### src/rtl/scan_seq_pkg.sv
// Purpose : shared types, default sizes and helpers for the scan test sequencer.
// Latency : n/a (declarations only).
// Backpressure: n/a.
// Contents: state_e FSM encoding, *_DEF default parameters, sat_inc() saturating increment.
package scan_seq_pkg;

   localparam int CHAIN_LEN_DEF = 14;
   localparam int PI_W_DEF      = 3;
   localparam int PO_W_DEF      = 6;
   localparam int CNT_W_DEF     = 16;

   typedef enum logic [2:0] {
      IDLE    = 3'd0,
      SHIFT   = 3'd1,
      CAPTURE = 3'd2,
      UNLOAD  = 3'd3,
      DONE    = 3'd4
   } state_e;

   // Increment v, sticking at the all-ones value of a w-bit counter.
   function automatic logic [31:0] sat_inc(input logic [31:0] v, input int unsigned w);
      logic [31:0] max_v;
      max_v = (w >= 32) ? 32'hFFFF_FFFF : ((32'd1 << w) - 32'd1);
      return (v >= max_v) ? max_v : (v + 32'd1);
   endfunction

endpackage

### src/rtl/scan_shift_compare.sv
// Purpose : scan shift counter, scan_in bit select, scan_out compare and sticky mismatch flag.
// Latency : scan_in/fail_now combinational from the current shift index; k advances every shift cycle.
// Backpressure: none; shifts whenever shift_en is high, counter parks at 0 otherwise.
// Ports   : clk/rst, shift_en, use_pat (drive pattern bits vs 0), cmp_en, clr_acc,
//           pat_scan/exp_scan vectors, scan_out in; scan_in, k_last, fail_now out.
module scan_shift_compare
   import scan_seq_pkg::*;
#(
   parameter int CHAIN_LEN = CHAIN_LEN_DEF
) (
   input  logic                 clk,
   input  logic                 rst,
   input  logic                 shift_en,
   input  logic                 use_pat,
   input  logic                 cmp_en,
   input  logic                 clr_acc,
   input  logic [CHAIN_LEN-1:0] pat_scan,
   input  logic [CHAIN_LEN-1:0] exp_scan,
   input  logic                 scan_out,
   output logic                 scan_in,
   output logic                 k_last,
   output logic                 fail_now
);

   localparam int KW = (CHAIN_LEN > 1) ? $clog2(CHAIN_LEN) : 1;

   logic [KW-1:0] k_q, k_d;
   logic          acc_q, acc_d;
   logic          bit_miss;

   always_comb begin
      k_last   = (k_q == KW'(CHAIN_LEN - 1));
      // Counter returns to 0 on the last shift so the next phase starts clean.
      k_d      = (shift_en && !k_last) ? (k_q + KW'(1)) : '0;
      scan_in  = use_pat ? pat_scan[k_q] : 1'b0;
      // Cell k of the previous capture appears on scan_out during shift cycle k.
      bit_miss = shift_en && cmp_en && (scan_out != exp_scan[k_q]);
      // fail_now includes this cycle's bit so the final shift cycle is counted.
      fail_now = acc_q | bit_miss;
      acc_d    = clr_acc ? 1'b0 : fail_now;
   end

   always_ff @(posedge clk) begin
      if (rst) begin
         k_q   <= '0;
         acc_q <= 1'b0;
      end else begin
         k_q   <= k_d;
         acc_q <= acc_d;
      end
   end

endmodule

### src/rtl/scan_test_sequencer.sv
// Purpose : loads patterns into a full-scan CUT, captures once, unloads while the next loads, checks responses.
// Latency : CHAIN_LEN+2 cycles per pattern; result strobe the cycle after the compare-shift phase ends.
// Backpressure: pat_ready only in IDLE (after reset settles); pat_valid ignored in every other state.
// Ports   : CK/RST; pattern in (pat_valid/pat_ready, pat_scan, pat_pi, pat_last, exp_scan, exp_po);
//           CUT side (scan_en, scan_in, scan_out, cut_pi, cut_po, cut_ck_en);
//           results (res_valid, res_fail, res_index, fail_count, done).
module scan_test_sequencer
   import scan_seq_pkg::*;
#(
   parameter int CHAIN_LEN = CHAIN_LEN_DEF,
   parameter int PI_W      = PI_W_DEF,
   parameter int PO_W      = PO_W_DEF,
   parameter int CNT_W     = CNT_W_DEF
) (
   input  logic                 CK,
   input  logic                 RST,
   input  logic                 pat_valid,
   output logic                 pat_ready,
   input  logic [CHAIN_LEN-1:0] pat_scan,
   input  logic [PI_W-1:0]      pat_pi,
   input  logic                 pat_last,
   input  logic [CHAIN_LEN-1:0] exp_scan,
   input  logic [PO_W-1:0]      exp_po,
   output logic                 scan_en,
   output logic                 scan_in,
   input  logic                 scan_out,
   output logic [PI_W-1:0]      cut_pi,
   input  logic [PO_W-1:0]      cut_po,
   output logic                 cut_ck_en,
   output logic                 res_valid,
   output logic                 res_fail,
   output logic [CNT_W-1:0]     res_index,
   output logic [CNT_W-1:0]     fail_count,
   output logic                 done
);

   state_e                 state_q, state_d;
   logic                   armed_q, armed_d;
   logic [CHAIN_LEN-1:0]   pat_scan_q, pat_scan_d;
   logic [PI_W-1:0]        pat_pi_q, pat_pi_d;
   logic                   pat_last_q, pat_last_d;
   logic [CHAIN_LEN-1:0]   exp_scan_q, exp_scan_d;
   logic [PO_W-1:0]        exp_po_q, exp_po_d;
   logic [CHAIN_LEN-1:0]   prev_exp_scan_q, prev_exp_scan_d;
   logic                   prev_po_fail_q, prev_po_fail_d;
   logic                   have_prev_q, have_prev_d;
   logic [PI_W-1:0]        cut_pi_q, cut_pi_d;
   logic                   res_valid_q, res_valid_d;
   logic                   res_fail_q, res_fail_d;
   logic [CNT_W-1:0]       res_index_q, res_index_d;
   logic [CNT_W-1:0]       fail_count_q, fail_count_d;

   logic shift_en;
   logic use_pat;
   logic strobe;
   logic k_last;
   logic fail_now;
   logic pat_fail;

   assign shift_en = (state_q == SHIFT) || (state_q == UNLOAD);
   assign use_pat  = (state_q == SHIFT);
   // Last cycle of a shift phase that was also unloading a real capture.
   assign strobe   = shift_en && k_last && have_prev_q;
   assign pat_fail = prev_po_fail_q | fail_now;

   scan_shift_compare #(
      .CHAIN_LEN (CHAIN_LEN)
   ) u_shift (
      .clk       (CK),
      .rst       (RST),
      .shift_en  (shift_en),
      .use_pat   (use_pat),
      .cmp_en    (have_prev_q),
      .clr_acc   (strobe),
      .pat_scan  (pat_scan_q),
      .exp_scan  (prev_exp_scan_q),
      .scan_out  (scan_out),
      .scan_in   (scan_in),
      .k_last    (k_last),
      .fail_now  (fail_now)
   );

   always_comb begin
      state_d         = state_q;
      // armed_q holds pat_ready low for the first cycle after reset.
      armed_d         = 1'b1;
      pat_scan_d      = pat_scan_q;
      pat_pi_d        = pat_pi_q;
      pat_last_d      = pat_last_q;
      exp_scan_d      = exp_scan_q;
      exp_po_d        = exp_po_q;
      prev_exp_scan_d = prev_exp_scan_q;
      prev_po_fail_d  = prev_po_fail_q;
      have_prev_d     = have_prev_q;
      cut_pi_d        = cut_pi_q;
      res_valid_d     = strobe;
      res_fail_d      = strobe && pat_fail;
      res_index_d     = res_valid_q ? (res_index_q + CNT_W'(1)) : res_index_q;
      fail_count_d    = (strobe && pat_fail) ? CNT_W'(sat_inc(32'(fail_count_q), CNT_W)) : fail_count_q;

      case (state_q)
         IDLE: begin
            if (pat_valid && armed_q) begin
               pat_scan_d = pat_scan;
               pat_pi_d   = pat_pi;
               pat_last_d = pat_last;
               exp_scan_d = exp_scan;
               exp_po_d   = exp_po;
               state_d    = SHIFT;
            end
         end
         SHIFT: begin
            if (k_last) begin
               // Register the PIs now so they are stable for the whole capture cycle.
               cut_pi_d = pat_pi_q;
               state_d  = CAPTURE;
            end
         end
         CAPTURE: begin
            prev_exp_scan_d = exp_scan_q;
            prev_po_fail_d  = (cut_po != exp_po_q);
            have_prev_d     = 1'b1;
            state_d         = pat_last_q ? UNLOAD : IDLE;
         end
         UNLOAD: begin
            if (k_last) begin
               state_d = DONE;
            end
         end
         DONE: begin
            state_d = DONE;
         end
         default: begin
            state_d = IDLE;
         end
      endcase
   end

   always_ff @(posedge CK) begin
      if (RST) begin
         state_q         <= IDLE;
         armed_q         <= 1'b0;
         pat_scan_q      <= '0;
         pat_pi_q        <= '0;
         pat_last_q      <= 1'b0;
         exp_scan_q      <= '0;
         exp_po_q        <= '0;
         prev_exp_scan_q <= '0;
         prev_po_fail_q  <= 1'b0;
         have_prev_q     <= 1'b0;
         cut_pi_q        <= '0;
         res_valid_q     <= 1'b0;
         res_fail_q      <= 1'b0;
         res_index_q     <= '0;
         fail_count_q    <= '0;
      end else begin
         state_q         <= state_d;
         armed_q         <= armed_d;
         pat_scan_q      <= pat_scan_d;
         pat_pi_q        <= pat_pi_d;
         pat_last_q      <= pat_last_d;
         exp_scan_q      <= exp_scan_d;
         exp_po_q        <= exp_po_d;
         prev_exp_scan_q <= prev_exp_scan_d;
         prev_po_fail_q  <= prev_po_fail_d;
         have_prev_q     <= have_prev_d;
         cut_pi_q        <= cut_pi_d;
         res_valid_q     <= res_valid_d;
         res_fail_q      <= res_fail_d;
         res_index_q     <= res_index_d;
         fail_count_q    <= fail_count_d;
      end
   end

   assign pat_ready  = (state_q == IDLE) && armed_q;
   assign scan_en    = shift_en;
   assign cut_ck_en  = shift_en || (state_q == CAPTURE);
   assign cut_pi     = cut_pi_q;
   assign res_valid  = res_valid_q;
   assign res_fail   = res_fail_q;
   assign res_index  = res_index_q;
   assign fail_count = fail_count_q;
   assign done       = (state_q == DONE);

endmodule

### config.mk
export PLATFORM = sky130hd
export DESIGN_NAME = scan_test_sequencer
export DESIGN_NICKNAME = d
export VERILOG_FILES = /design/src/rtl/scan_seq_pkg.sv /design/src/rtl/scan_shift_compare.sv /design/src/rtl/scan_test_sequencer.sv
export SDC_FILE = /design/constraint.sdc
export NUM_CORES = 1
export LEC_CHECK = 0
export CAP_MARGIN = 15
export CORE_MARGIN = 10
export CORE_UTILIZATION = 50
export DETAILED_ROUTE_END_ITERATION = 10
export DONT_BUFFER_PORTS = 1
export PLACE_DENSITY = 0.75
export SLEW_MARGIN = 5
export SYNTH_ARGS = -nofsm -noshare
export SYNTH_HDL_FRONTEND = slang
export SYNTH_SLANG_ARGS = --single-unit
### constraint.sdc
create_clock -name CK -period 2.3 [get_ports CK]
set_input_delay 0.23 -clock CK [delete_from_list [all_inputs] [get_ports CK]]
set_output_delay 0.23 -clock CK [all_outputs]
set_load 0.005 [all_outputs]
== Word-level counts from Yosys, hierarchy flattened ==
Index checks and enable logic that the tools add are counted.
W data, S select, Z words.
Storage, ports and cells
  register bits: 100
  input port bits: 48
  logic and storage cells: 64
Operators by class
  add/sub/neg operators: 3
  magnitude comparators: 2
  equal/unequal tests: 10
  muxes and demuxes: 12
  bitwise operators: 3
  reduce and logical (&&, ||, !) cells: 17
Operators by type and width (count)
  $add A16 B1 Y16 const B: 2
  $ge A16 B16 Y1 const B: 1
  $mux W16: 1
  $pmux W3 S5: 1
  $mux W3: 3
  $bmux W1 S4: 2
  $logic_and A1 B1 Y1: 8
  $eq A3 B2 Y1 const B: 2
  $ne A2 B2 Y1 const B: 3
  $ne A6 B6 Y1: 1
  $lt A4 B5 Y1 const B: 1
  $add A4 B1 Y4 const B: 1
  $eq A4 B4 Y1 const B: 1
  $mux W1: 4
  $reduce_and A2 Y1: 2
  $reduce_or A2 Y1: 2
  $eq A3 B1 Y1 const B: 1
  $eq A3 B3 Y1 const B: 1
  $logic_not A3 Y1: 1
  $reduce_and A3 Y1: 1
  $logic_or A1 B1 Y1: 2
  $mux W2: 1
  $or A1 B1 Y1: 2
  $logic_not A1 Y1: 1
  2 further kinds: 2

== Logic depth before layout (Yosys ltp) ==
  depth after elaboration: 7
  mapped depth: 10

== Cells and area by module ==
Synthesis repeated with hierarchy kept, for this count alone.
Second synthesis, totals
  cells, all modules: 518
  area, all modules: 4351.7 sq um
Modules (own cells, without submodules)
  scan_test_sequencer: instances 1, cells each 465, area an instance 3843.7 sq um, sequential area each 1901.8 sq um
  scan_shift_compare: instances 1, cells each 53, area an instance 508.0 sq um, sequential area each 100.1 sq um

== Worst setup path after synthesis ==
No wires, ideal clock.
  kind: flip-flop to flip-flop
  start: register u_shift.k_q[0]
  end: register fail_count_q[11] (netlist: fail_count[11])
  library setup time: 133 ps
  arrival time: 1985 ps
  data required time: 2167 ps
  path slack: 182 ps
  stages on the path, launching flop included: 9
  cell sequence: dfxtp_1 -> buf_6 -> mux2i_1 -> mux4_2 -> xnor2_2 -> a21o_2 -> buf_6 -> o311ai_0 -> a21oi_1
On the way
  word-level cells in the longest chain between the ends: 7
  elaborated cells on any way between the ends: 10
  those cells by class: 2 x eq/ne; 2 x mux; 2 x bitwise; 4 x reduce/logical
RTL lines
  from (decl): line scan_shift_compare.sv:27  | logic [KW-1:0] k_q, k_d;
  from (signal assigned): line scan_shift_compare.sv:48  | k_q <= k_d;
  $bmux W1 S4: line scan_shift_compare.sv:37  | bit_miss = shift_en && cmp_en && (scan_out != exp_scan[k_q]);
  $mux W1 (not written as such): line scan_shift_compare.sv:37
  $ne A1 B1 Y1: line scan_shift_compare.sv:37
  $logic_and A1 B1 Y1: line scan_shift_compare.sv:37
  $or A1 B1 Y1: line scan_shift_compare.sv:39  | fail_now = acc_q | bit_miss;
  $or A1 B1 Y1: line scan_test_sequencer.sv:64  | assign pat_fail = prev_po_fail_q | fail_now;
  $logic_and A1 B1 Y1 (*): line scan_test_sequencer.sv:99  | fail_count_d = (strobe && pat_fail) ? CNT_W'(sat_inc(32'(fail_count_q), CNT_W)) : fail_count_q;
  to (signal assigned): line scan_test_sequencer.sv:171  | fail_count_q <= fail_count_d;
  to (decl): line scan_test_sequencer.sv:51  | logic [CNT_W-1:0] fail_count_q, fail_count_d;
Mark *: on every way between the ends. The rest lies on a longest branch, timed or not. The select of a mux whose other input is x is not followed.
A chain may end at the register's enable or synchronous reset.

== Worst setup path after layout ==
  start: register u_shift.k_q[0]
  end: output port scan_in
On the way
  word-level cells in the longest chain between the ends: 3
RTL lines
  $bmux W1 S4: line scan_shift_compare.sv:35  | scan_in = use_pat ? pat_scan[k_q] : 1'b0;
  $mux W1 (not written as such): line scan_shift_compare.sv:35
  $mux W1: line scan_shift_compare.sv:35
  to (decl): line scan_test_sequencer.sv:25  | output logic scan_in,
Every way passes these cells. The select of a mux whose other input is x is not followed.

==> results.ini <==
[drt]
drt-wirelength-per-cell_um = 16.0
postRouteAntennaNets = 0
post_drt_via_cell_ratio = 5.62
routed-via-count = 3884
total_wirelength_of_the_detailed_routed_design_um = 11000
drt_iter0_drc = 187
drc_errors = 0
firstDrtPassIters = 4

[clock_tree]
cts_buffers = 9
insertion_delay_ns = 0.36
cts.clk_slew.worst_paths_ns = 0.09
tritoncts_clock_tree = yes
cts.sink_count = 100
cts_max_level = 3
clock-root-buffer = sky130_fd_sc_hd__clkbuf_8
cts_buffer_depth = 2

[worst_hold_path]
hold_path_startpoint = pat_scan[7]
min_delay_path_depth = 2
hp-class = primary input to flop
hold_end = pat_scan_q[7]

[die]
placeable_core_region_um2 = 8720
die_width_um = 115
rows = 34
die_height_um = 115
initial_cell_density_of_the_core_pct = 51.5
die-area_um2 = 13200
num_io_pins = 90

[run_status]
run_status = finished clean

[global_route]
grt_busiest_layer = met2
grt_pass1_wl_um = 17800
use_met2_pct = 27.7
grt_overflow = 0
grt_max_degree = 86
met3_grt_util_pct = 4.43
grt_pass1_vias = 3683
grt.total_usage_pct = 16.0
met1_usage_pct = 18.7
grt_antenna_before_repair = 1

[power_and_ir_drop]
power_density_nw_per_um2 = 580
relative_contribution_of_the_clock_network_to_total_power_pct = 36.0
switching_share_of_power_pct = 23.7
peakVddDrop_uv = 346
total_leakage_power_uw = 0.00178
p_int_uw = 2370
p_comb_share_pct = 6.4
netSwitchingPower_uw = 733
proportion_of_power_drawn_by_flip_flops_and_latches_pct = 57.6

[sta]
maxSlewHeadroom_pct = 59.6
worstMarginPinSlew_ns = 0.603
fin_skew_ns = 0.0106
min_period_over_period_pct = 98.4
fmax_mhz = 442
timing.final.setup_violations = 0
timing.final.hold_violations = 0
fin_crit_ns = 2.26
setup_tns_ns = 0
final-max-slew-violation-count = 0
grt_setup_unrepaired = true

[critical_path]
critPathRequiredTime_ns = 2.07
path_class = flop to primary output
end_kind = primary output
critical_path.reg2reg.startpoint = u_shift.k_q[0]
timing.critical_path.fanout_max = 6
reg2regPathDepth = 8
timing.rr.end = fail_count[6]
critical_path_launch_point_type = flop
setup.reg_to_reg.worst_slack_ns = 0.07
worstPathArrival_ns = 2.03

[synth]
mappedNetlistNets = 593
ys.warnings.count = 0
netlist.top_cell.by_area = sky130_fd_sc_hd__dfxtp_1
synthMuxAreaShare_pct = 6.18
post_synth_xor_area_fraction_pct = 4.26
netlist_top_cells_count = sky130_fd_sc_hd__nand2_1, sky130_fd_sc_hd__dfxtp_1, sky130_fd_sc_hd__a21oi_1, sky130_fd_sc_hd__nor2_1, sky130_fd_sc_hd__clkbuf_1
synth-adder-area-share_pct = 1.11
post_synth_and_or_nand_nor_area_fraction_pct = 23.1
synthesis.instances = 541
synth-compound-area-share_pct = 15.9
postSynthRegisterBits = 100
largest_family_of_logic_cells_by_synthesized_area = simple AND/OR/NAND/NOR gates
synth_flop_cell = sky130_fd_sc_hd__dfxtp_1
netlist_area_um2 = 4490
synth_most_common_cell = sky130_fd_sc_hd__nand2_1
synth-edff-count = 0
post_synth.cell_area_avg_um2 = 8.30
synth-seq-area-share_pct = 44.6
synth_top_cell_area_share_pct = 44.6
top_area_cells_in_the_synthesized_netlist = sky130_fd_sc_hd__dfxtp_1, sky130_fd_sc_hd__nand2_1, sky130_fd_sc_hd__a21oi_1
async_set_or_reset_register_ratio_after_synthesis_pct = 0
ys_types = 52

[cells_and_area]
design.final.nets = 630
fin_util_pct = 61.3
n_fill_cell = 767
final_cell_count_no_fill = 691
drive_above_1_share_pct = 11.7
area_delta_synth_final_pct = 19.0

[placement]
place.detailed.hpwl_um = 7420
port_buffers = 0
globalplace.congestion = 0.884
dp.cells = 636

[run]
max-cap-violations = 0

cell type report:
cell class	instances	area, um^2	area share, %
clock buffer	10	128	2.39
multi-input combinational	393	2350	44.0
tap	108	135	2.53
timing repair buffer	58	603	11.3
clock inverter	5	62.6	1.17
sequential	100	2010	37.5
antenna	1	2.50	0.0468
inverter	16	60.1	1.12
registers in the layout (all words and copies together) (netlist names):
register	count
cut_pi	3
u_shift.k_q	4
res_index	16
pat_scan_q	14
state_q	3
prev_exp_scan_q	14
exp_po_q	6
res_fail	1
prev_po_fail_q	1
u_shift.acc_q	1
pat_last_q	1
fail_count	16
armed_q	1
res_valid	1
pat_pi_q	3
have_prev_q	1
exp_scan_q	14
power by group through the flow:
stage / registers (uW) / clock network (uW) / logic, uW
after floorplan: 1820 / 0 / 114
after global placement: 1820 / 0 / 114
after detailed placement: 1830 / 0 / 118
after CTS: 1780 / 1140 / 200
after global routing: 1790 / 1210 / 220
final: 1790 / 1120 / 199
cells by family after synthesis:
group,count (synthesis)
and+or+nand+nor,239
AOI/OAI and AO/OA,109
DFF,100
buffers and inverters,48
xor gates and xnor gates,21
muxes,20
adders and majority gates,4
repair_timing:
| action | 4_1_cts | 5_1_grt |
|---|---|---|
| gates cloned | 1 | 0 |
| hold endpoints to repair | 85 | 0 |
| hold buffers | 34 | 0 |
| pin swaps | 1 | 8 |
| setup endpoints to repair | 2 | 11 |
| buffers inserted | 1 | 4 |
| resized for setup | 5 | 17 |
critical path, stage by stage (launching register included):
cell	delay [ns]
sky130_fd_sc_hd__dfxtp_4	0.40
sky130_fd_sc_hd__buf_12	0.13
sky130_fd_sc_hd__mux4_2	0.49
sky130_fd_sc_hd__mux4_2	0.47
sky130_fd_sc_hd__and3_4	0.20
how the worst max path moves through the flow:
stage | cells after the start | slack [ns] | end | from
finish | 4 | 0.04 | scan_in | u_shift.k_q[0]
global route | 8 | -0.07 | fail_count[4] | u_shift.k_q[0]
CTS | 4 | -0.003 | scan_in | u_shift.k_q[0]
detailed placement | 8 | -0.006 | fail_count[8] | u_shift.k_q[0]
global placement | 8 | 0.11 | fail_count[8] | u_shift.k_q[0]
floorplan | 8 | 0.18 | fail_count[11] | u_shift.k_q[0]
placed cells by master (no fill, tap or decap), types with 6 or more instances in the layout:
| cell | Yosys | routed |
|---|---|---|
| sky130_fd_sc_hd__a21oi_1 | 65 | 65 |
| sky130_fd_sc_hd__and3_1 | 7 | 6 |
| sky130_fd_sc_hd__buf_4 | 0 | 19 |
| sky130_fd_sc_hd__clkbuf_8 | 0 | 9 |
| sky130_fd_sc_hd__dfxtp_1 | 100 | 99 |
| sky130_fd_sc_hd__dlygate4sd3_1 | 0 | 33 |
| sky130_fd_sc_hd__inv_1 | 16 | 16 |
| sky130_fd_sc_hd__mux2i_1 | 12 | 12 |
| sky130_fd_sc_hd__nand2_1 | 138 | 138 |
| sky130_fd_sc_hd__nand3_1 | 15 | 15 |
| sky130_fd_sc_hd__nand4_1 | 7 | 7 |
| sky130_fd_sc_hd__nor2_1 | 41 | 41 |
| sky130_fd_sc_hd__nor3_1 | 9 | 8 |
| sky130_fd_sc_hd__xnor2_1 | 9 | 9 |
| sky130_fd_sc_hd__xor2_1 | 11 | 11 |
per-stage QoR:
stage	area, um^2	hold slack [ns]	total power, uW	setup slack (ns)
final	5350	0.0177	3100	0.0373
after global routing	5350	0.00330	3220	-0.0722
after CTS	5250	0.00402	3130	-0.00322
after detailed placement	4650	0.305	1940	-0.00585
after global placement	4650	0.307	1940	0.111
after floorplan	4490	0.366	1930	0.182
routing by layer:
layer  share of wire [%]  up-vias
met5                   0        -
met2                  51      110
met1                  40     1831
li1                    -     1932
met4                 1.0        0
met3                 7.5       11
(Power assumes the default switching activity.)
